==> config.mk <==
export PLATFORM = sky130hd
export DESIGN_NAME = avalon_packetizer_flat
export DESIGN_NICKNAME = d
export VERILOG_FILES = /design/src/rtl/avalon_pkg.sv /design/src/rtl/avalon_st_if.sv /design/src/rtl/avalon_empty_masker.sv /design/src/rtl/avalon_packetizer.sv /design/src/flat_wrapper.sv
export SDC_FILE = /design/constraint.sdc
export NUM_CORES = 1
export LEC_CHECK = 0
export CAP_MARGIN = 20
export CORE_AREA = 2 2 115 117
export DETAILED_ROUTE_END_ITERATION = 12
export DIE_AREA = 0 0 117 119
export PLACE_DENSITY = 0.7
export SLEW_MARGIN = 10
export SYNTH_ARGS = -nofsm -noshare
export SYNTH_HDL_FRONTEND = slang
export SYNTH_HIERARCHICAL = 1
export SYNTH_SLANG_ARGS = --single-unit
==> constraint.sdc <==
create_clock -name clk -period 4 [get_ports clk]
set_clock_uncertainty 0.05 [all_clocks]
set_input_delay 0.8 -clock clk [delete_from_list [all_inputs] [get_ports clk]]
set_output_delay 0.8 -clock clk [all_outputs]
set_load 0.1 [all_outputs]
==> src/rtl/avalon_pkg.sv <==
// rtl/avalon_pkg.sv - shared state type and width helper for the Avalon-ST packetizer
package avalon_pkg;

    typedef enum logic {
        IDLE   = 1'b0,
        IN_MSG = 1'b1
    } state_t;

    // Width of the empty field for a W-byte word; never narrower than one bit.
    function automatic int empty_width(input int w);
        return (w > 1) ? $clog2(w) : 1;
    endfunction

endpackage

==> src/rtl/avalon_st_if.sv <==
// rtl/avalon_st_if.sv - Avalon-ST style stream bundle with source/sink modports
interface avalon_st_if #(
    parameter int DATA_WIDTH_IN_BYTES = 16
);
    localparam int EW = avalon_pkg::empty_width(DATA_WIDTH_IN_BYTES);

    logic                             valid;
    logic                             rdy;
    logic                             sop;
    logic                             eop;
    logic [EW-1:0]                    empty;
    logic [DATA_WIDTH_IN_BYTES*8-1:0] data;

    modport master (output valid, sop, eop, empty, data, input rdy);
    modport slave  (input valid, sop, eop, empty, data, output rdy);
endinterface

==> src/rtl/avalon_empty_masker.sv <==
// rtl/avalon_empty_masker.sv - zeroes the lowest 'empty' bytes of a word when enabled
module avalon_empty_masker
    import avalon_pkg::*;
#(
    parameter int W  = 16,
    parameter int EW = empty_width(W)
) (
    input  logic [W*8-1:0] data,
    input  logic [EW-1:0]  empty,
    input  logic           enable,
    output logic [W*8-1:0] masked
);

    always_comb begin
        masked = data;
        if (enable) begin
            for (int i = 0; i < W; i++) begin
                if (EW'(i) < empty) masked[i*8 +: 8] = 8'h00;
            end
        end
    end

endmodule

==> src/rtl/avalon_packetizer.sv <==
// rtl/avalon_packetizer.sv - frames raw words into sop/eop/empty messages; AVALON_PACKETIZER_ZERO_PAD_EN zeroes pad bytes
module avalon_packetizer
    import avalon_pkg::*;
#(
    parameter int DATA_WIDTH_IN_BYTES = 16,
    parameter int LEN_WIDTH           = 16
) (
    input  logic                 clk,
    input  logic                 rst,
    input  logic                 len_valid,
    output logic                 len_rdy,
    input  logic [LEN_WIDTH-1:0] len,
    avalon_st_if.slave           raw_data,
    avalon_st_if.master          framed_msg,
    output logic                 msg_done_indi,
    output logic                 zero_len_indi
);

    localparam int W  = DATA_WIDTH_IN_BYTES;
    localparam int EW = empty_width(W);

    state_t               state, state_n;
    logic [LEN_WIDTH-1:0] word_cnt, words_total;
    logic [EW-1:0]        last_empty;
    logic [LEN_WIDTH-1:0] words_total_n;
    logic [EW-1:0]        last_empty_n;
    logic                 accept, zero_cmd, beat;
    logic                 valid_o, sop_o, eop_o, pad_en;
    logic [EW-1:0]        empty_o;
    logic [W*8-1:0]       data_o;

    // Ceiling divide by a power of two: shift, then round up on any remainder.
    assign words_total_n = (len >> EW) + {{(LEN_WIDTH-1){1'b0}}, |len[EW-1:0]};
    assign last_empty_n  = ~len[EW-1:0] + EW'(1);

    always_comb begin
        state_n  = state;
        len_rdy  = 1'b0;
        accept   = 1'b0;
        zero_cmd = 1'b0;
        valid_o  = 1'b0;
        sop_o    = 1'b0;
        eop_o    = 1'b0;
        empty_o  = '0;
        beat     = 1'b0;
        case (state)
            IDLE: begin
                len_rdy  = 1'b1;
                accept   = len_valid && (len != '0);
                zero_cmd = len_valid && (len == '0);
                if (accept) state_n = IN_MSG;
            end
            IN_MSG: begin
                valid_o = raw_data.valid;
                sop_o   = valid_o && (word_cnt == '0);
                eop_o   = valid_o && (word_cnt == words_total - LEN_WIDTH'(1));
                empty_o = eop_o ? last_empty : '0;
                beat    = valid_o && framed_msg.rdy;
                if (beat && eop_o) state_n = IDLE;
            end
            default: state_n = IDLE;
        endcase
    end

`ifdef AVALON_PACKETIZER_ZERO_PAD_EN
    assign pad_en = eop_o;
`else
    assign pad_en = 1'b0;
`endif

    avalon_empty_masker #(.W(W), .EW(EW)) u_masker (
        .data   (raw_data.data),
        .empty  (empty_o),
        .enable (pad_en),
        .masked (data_o)
    );

    assign raw_data.rdy     = (state == IN_MSG) && framed_msg.rdy;
    assign framed_msg.valid = valid_o;
    assign framed_msg.sop   = sop_o;
    assign framed_msg.eop   = eop_o;
    assign framed_msg.empty = empty_o;
    assign framed_msg.data  = data_o;

    always_ff @(posedge clk or negedge rst) begin
        if (!rst) begin
            state         <= IDLE;
            word_cnt      <= '0;
            words_total   <= '0;
            last_empty    <= '0;
            msg_done_indi <= 1'b0;
            zero_len_indi <= 1'b0;
        end else begin
            state         <= state_n;
            msg_done_indi <= beat && eop_o;
            zero_len_indi <= zero_cmd;
            if (accept) begin
                word_cnt    <= '0;
                words_total <= words_total_n;
                last_empty  <= last_empty_n;
            end else if (beat) begin
                word_cnt <= word_cnt + LEN_WIDTH'(1);
            end
        end
    end

endmodule

==> src/flat_wrapper.sv <==
// flat-port wrapper written by rule: the top's interface ports become plain ports
module avalon_packetizer_flat import avalon_pkg::*;
#(
    parameter int DATA_WIDTH_IN_BYTES = 16,
    parameter int LEN_WIDTH           = 16
)
  (clk, rst, len_valid, len_rdy, len, msg_done_indi, zero_len_indi, raw_data_valid, raw_data_sop, raw_data_eop, raw_data_empty, raw_data_data, raw_data_rdy, framed_msg_valid, framed_msg_sop, framed_msg_eop, framed_msg_empty, framed_msg_data, framed_msg_rdy);
  avalon_st_if #(.DATA_WIDTH_IN_BYTES(DATA_WIDTH_IN_BYTES)) raw_data_i ();
  avalon_st_if #(.DATA_WIDTH_IN_BYTES(DATA_WIDTH_IN_BYTES)) framed_msg_i ();
  input  logic clk;
  input  logic rst;
  input  logic len_valid;
  output logic len_rdy;
  input  logic [LEN_WIDTH-1:0] len;
  output logic msg_done_indi;
  output logic zero_len_indi;
  input wire logic [$bits(raw_data_i.valid)-1:0] raw_data_valid;
  input wire logic [$bits(raw_data_i.sop)-1:0] raw_data_sop;
  input wire logic [$bits(raw_data_i.eop)-1:0] raw_data_eop;
  input wire logic [$bits(raw_data_i.empty)-1:0] raw_data_empty;
  input wire logic [$bits(raw_data_i.data)-1:0] raw_data_data;
  output wire logic [$bits(raw_data_i.rdy)-1:0] raw_data_rdy;
  output wire logic [$bits(framed_msg_i.valid)-1:0] framed_msg_valid;
  output wire logic [$bits(framed_msg_i.sop)-1:0] framed_msg_sop;
  output wire logic [$bits(framed_msg_i.eop)-1:0] framed_msg_eop;
  output wire logic [$bits(framed_msg_i.empty)-1:0] framed_msg_empty;
  output wire logic [$bits(framed_msg_i.data)-1:0] framed_msg_data;
  input wire logic [$bits(framed_msg_i.rdy)-1:0] framed_msg_rdy;
  assign raw_data_i.valid = raw_data_valid;
  assign raw_data_i.sop = raw_data_sop;
  assign raw_data_i.eop = raw_data_eop;
  assign raw_data_i.empty = raw_data_empty;
  assign raw_data_i.data = raw_data_data;
  assign raw_data_rdy = raw_data_i.rdy;
  assign framed_msg_valid = framed_msg_i.valid;
  assign framed_msg_sop = framed_msg_i.sop;
  assign framed_msg_eop = framed_msg_i.eop;
  assign framed_msg_empty = framed_msg_i.empty;
  assign framed_msg_data = framed_msg_i.data;
  assign framed_msg_i.rdy = framed_msg_rdy;
  avalon_packetizer #(.DATA_WIDTH_IN_BYTES(DATA_WIDTH_IN_BYTES), .LEN_WIDTH(LEN_WIDTH)) u_core (.clk(clk), .rst(rst), .len_valid(len_valid), .len_rdy(len_rdy), .len(len), .raw_data(raw_data_i), .framed_msg(framed_msg_i), .msg_done_indi(msg_done_indi), .zero_len_indi(zero_len_indi));
endmodule
# After elaboration in Yosys (flattened, before gate mapping)
# Index checks and enable logic that the tools add are counted.
# classes
n_addsub,4
eq_ne,1
mux,14
bitwise,2
n_reduce_logical,13
# op_table
op,count
16-bit zero test,2
16-bit 2-to-1 mux,2
"16-bit by 1-bit adder with 16-bit output, second input constant",1
16-bit == test,1
16-bit nonzero test,1
"16-bit by 1-bit subtractor with 16-bit output, second input constant",1
12-bit by 1-bit adder with 13-bit output,1
1-bit 2-to-1 mux,9
1-bit logical AND,8
4-bit 2-to-1 mux,2
"4-bit by 1-bit adder with 4-bit output, second input constant",1
4-bit inverter,1
4-bit OR reduction,1
1-bit case mux with 2 select lines,1
2-bit nonzero test,1
1-bit inverter,1
# word_totals
regBits,39
input_bits,155
output_inout_bits,139
elab_cells,40

# Longest topological paths before layout
# logic_depth
word_depth,6
mapped_depth,12
ltp_nobuf,10

# Hierarchy
# The synthesis kept the hierarchy.
# modules_own_cells
module,n_inst,cells_each,area_each_um2,seq_area_each_um2
avalon_packetizer,1,258,2398.6,900.9
avalon_empty_masker,1,156,1036.0,0.0

# Worst setup path before layout
# OpenSTA, ideal clock, no wires.
# synth_path
kind,input-to-output
start,in raw_data_valid
end,out framed_msg_sop
arrival_ps,4611
required_ps,3150
slack_ps,-1461
cell_stages,3
n_path_buf,0
path_cell_list,and2_1 -> nand4_1 -> nor4_1
# synth_between
elab_chain_cells,2
# synth_rtl
element,line_no,text
from (decl),flat_wrapper.sv:17,input wire logic [$bits(raw_data_i.valid)-1:0] raw_data_valid;
1-bit logical AND,avalon_packetizer.sv:55,sop_o = valid_o && (word_cnt == '0);
1-bit 2-to-1 mux,avalon_packetizer.sv:46,case (state)
to (decl),flat_wrapper.sv:24,output wire logic [$bits(framed_msg_i.sop)-1:0] framed_msg_sop;
# No other way between the ends.

# Worst setup path in the final report
# layout_path
start,reg u_core.words_total[4]
end,out framed_msg_empty[1]
# layout_between
elab_chain_cells,5
# layout_rtl
element,line_no,text
from (decl),avalon_packetizer.sv:23,"logic [LEN_WIDTH-1:0] word_cnt, words_total;"
from (signal assigned),avalon_packetizer.sv:99,words_total <= words_total_n;
16-bit by 1-bit subtractor with 16-bit output,avalon_packetizer.sv:56,eop_o = valid_o && (word_cnt == words_total - LEN_WIDTH'(1));
16-bit == test,avalon_packetizer.sv:56,
1-bit logical AND,avalon_packetizer.sv:56,
4-bit 2-to-1 mux,avalon_packetizer.sv:57,empty_o = eop_o ? last_empty : '0;
4-bit 2-to-1 mux,avalon_packetizer.sv:46,
to (decl),flat_wrapper.sv:26,output wire logic [$bits(framed_msg_i.empty)-1:0] framed_msg_empty;
# No other way between the ends.

==> flow_metrics.env <==
export IMPL_initial_core_util_pct=26.7
export IMPL_grt_pass1_wl_um=24100
export IMPL_crit_path_cell_trace="nor4_4 > and4_2 > o22ai_1 > or4b_4 > nor4_4 > buf_4 > and2_4 > buf_12"
export IMPL_synth_seq_cells=36
export IMPL_numCtsBuffers=5
export IMPL_dp_slack_ns=0.236
export IMPL_outcome="complete, no violations"
export IMPL_rsz0062_at_grt="false"
export IMPL_drt_total_wl_um=17400
export IMPL_startpoint_type="register"
export IMPL_worst_hold_slack_ns=0.482
export IMPL_cts_root_buf="clkbuf_16"
export IMPL_crit_path_end_kind="output port"
export IMPL_ios=294
export IMPL_cp_max_fo=8
export IMPL_cts_sinks=36
export IMPL_grt_util_met1_pct=33.7
export IMPL_path_common_cell="nor4_4"
export IMPL_vias_per_cell=4.80
export IMPL_crit_type="register to output port"
export IMPL_hp_class="register to register"
export IMPL_overflow=0
export IMPL_powerDensity_nw_per_um2=294
export IMPL_clk_latency_ns=0.28
export IMPL_ctsHoldBuffers=0
export IMPL_grt_max_degree=44
export IMPL_antenna_found_initial=3
export IMPL_holdPathStages=1
export IMPL_nets=836
export IMPL_avgSynthCellArea_sq_um=8.30
export IMPL_async_flop_share_pct=100
export IMPL_slew_headroom_pct=33.4
export IMPL_setup_ws_ns=0.180
export IMPL_drt_antenna_violating_nets=0
export IMPL_top_usage_layer="met2"
export IMPL_hpwl_um=15400
export IMPL_clk_pin_slew_ns=0.06
export IMPL_cts_tree="built"
export IMPL_die_x_um=117
export IMPL_whs_endpoint="u_core/last_empty[2]"
export IMPL_drc_errors=0
export IMPL_r2r_cells=6
export IMPL_seq_area_frac_synth_pct=26.2
export IMPL_syn_area_sq_um=3430
export IMPL_ir_worst_vdd_mv=0.133
export IMPL_worstMarginPinSlew_ns=0.996
export IMPL_setup_violations=0
export IMPL_cp_top_family="simple AND/OR/NAND/NOR gates"
export IMPL_wl_per_cell_um=20.4
export IMPL_period_needed_ns=3.82
export IMPL_fmax_mhz=262
export IMPL_regToRegEndpoint="u_core/state"
export IMPL_maxCapViolCount=0
export IMPL_synthCells=414
export IMPL_drv_slew=0
export IMPL_first_pass_iters=5
export IMPL_die_h_um=119
export IMPL_hold_start="u_core/last_empty[2]"
export IMPL_hold_viol=0
export IMPL_worstPathRequired_ns=3.15
export IMPL_coreArea_sq_um=12900
export IMPL_layout_drive_gt1_share_pct=26.3
export IMPL_num_vias=4094
export IMPL_r2r_start="u_core/words_total[4]"
export IMPL_dr_first_iter_drc_count=242
export IMPL_leakagePower_nw=2.74
export IMPL_grt_pass1_vias=3901
export IMPL_cpPeakStageDelay_ns=0.53
export IMPL_grtUsageTotal_pct=23.5
export IMPL_std_cell_rows=42
export IMPL_synth_main_ff_cell="dfrtp_1"
export IMPL_synth_distinct_cells=60
export IMPL_gp_congestion=0.915
export IMPL_nFillCells=1236
export IMPL_rrSetupSlack_ns=1.57
export IMPL_cts_buffer_depth=2
export IMPL_syn2layout_area_growth_pct=81.5
export IMPL_gr_usage_met3_pct=5.34
export IMPL_period_share_pct=95.5
export IMPL_yosysWarnings=6
export IMPL_htree_levels=2
export IMPL_path_buf_inv=2
export IMPL_io_buffers=271
export IMPL_cp_slowest_cell="or4b_4"
export IMPL_dieArea_sq_um=13900
export IMPL_synth_edff_count=0
export IMPL_grtUsageMet2_pct=35.6
export IMPL_crit_arrival_ns=2.97
[what timing repair did]
action | CTS | global route
setup endpoints to repair | 0 | 4
resized for setup | 0 | 1
buffers inserted | 0 | 3
[through the flow]
| step | cell area, sq um | TNS, ns | total power, mW | util (%) | instances |
|---|---|---|---|---|---|
| 5_1_grt | 6230 | 0 | 1.91 | 48.4 | 852 |
| 4_1_cts | 6200 | 0 | 1.84 | 48.2 | 849 |
| 3_5_place_dp | 6050 | 0 | 1.44 | 47.0 | 841 |
| 2_1_floorplan | 3470 | -0.974 | 1.16 | - | 415 |
| 3_3_place_gp | 6050 | 0 | 1.43 | 47.0 | 841 |
| 6_report | 6230 | 0 | 1.83 | 48.4 | 853 |
[Yosys cell counts (all sizes together), types with 3 or more instances]
master,count,area share [%]
a21boi,33,7.3
a21oi,9,1.3
a31oi,3,0.73
and2,80,15
and3,24,4.4
and4,6,1.6
buf,18,3.4
clkbuf,11,1.2
dfrtp,36,26
ha,6,2.2
inv,11,1.2
mux2,4,1.3
nand2,20,2.2
nand3,12,1.7
nand4,8,1.5
nor2,33,3.6
nor3,8,1.2
nor4,12,3.2
o211ai,4,1.0
o21ai,5,0.73
xnor2,21,5.8
xor2,22,5.6
[logic make-up (layout without fill, tap and decap cells)]
| family | Yosys count | count (layout) | synth area share (%) |
|---|---|---|---|
| muxes | 6 | 6 | 2.00 |
| AOI/OAI and AO/OA | 66 | 66 | 15.0 |
| xor gates and xnor gates | 43 | 43 | 11.4 |
| and+or+nand+nor | 216 | 216 | 37.3 |
| adders and majority gates | 6 | 6 | 2.19 |
| buffers and inverters | 40 | 301 | 5.76 |
| other | 1 | 3 | 0.109 |
| DFF | 36 | 36 | 26.2 |
[how the worst max path moves through the flow]
stage / start / end / slack [ns] / cells after the start
after floorplan: u_core/words_total[0] / framed_msg_empty[0] / -0.26 / 8
after global placement: raw_data_valid / framed_msg_empty[1] / 0.24 / 7
after detailed placement: raw_data_valid / framed_msg_empty[1] / 0.24 / 7
after CTS: u_core/words_total[0] / framed_msg_empty[1] / 0.08 / 9
after global routing: u_core/words_total[4] / framed_msg_empty[1] / 0.04 / 8
final: u_core/words_total[4] / framed_msg_empty[1] / 0.18 / 8
[registers in the layout (all words and copies together) (netlist names)]
name and cells:
u_core/zero_len_indi 1, u_core/msg_done_indi 1, u_core/last_empty 4, u_core/state 1, u_core/word_cnt 16, u_core/words_total 13
[per-layer routing]
layer	part of all wire (%)	vias up	wire, um
li1	-	1947	-
met1	45	1925	7880
met2	44	195	7620
met3	8.7	23	1500
met4	2.0	4	353
met5	0.15	-	26
[report_power, final]
part	switching [mW]	internal, mW	leakage (nW)
clock network	0.148	0.248	0.0701
registers	0.0665	0.393	0.465
logic	0.665	0.312	2.21
[cells in the final DEF, fill, tap and decap left out, types with 8 or more instances in the layout]
master / instances
clkdlybuf4s50_1: 142
buf_4: 135
and2_1: 75
dfrtp_1: 35
nor2_1: 33
a21boi_0: 32
and3_1: 23
xor2_1: 22
nand2_1: 20
xnor2_1: 19
nand3_1: 12
inv_1: 11
a21oi_1: 9
nor3_1: 8
nand4_1: 8
nor4_1: 8
[area by class of cell]
class	count	area, sq um	share of cell area [%]
antenna	1	2.50	0.0401
clock buffer	7	143	2.29
clock inverter	1	7.51	0.120
inverter	11	41.3	0.662
multi-input combinational	339	2380	38.2
sequential	36	902	14.5
tap	176	220	3.53
timing repair buffer	282	2530	40.7
(Power assumes the default switching activity.)
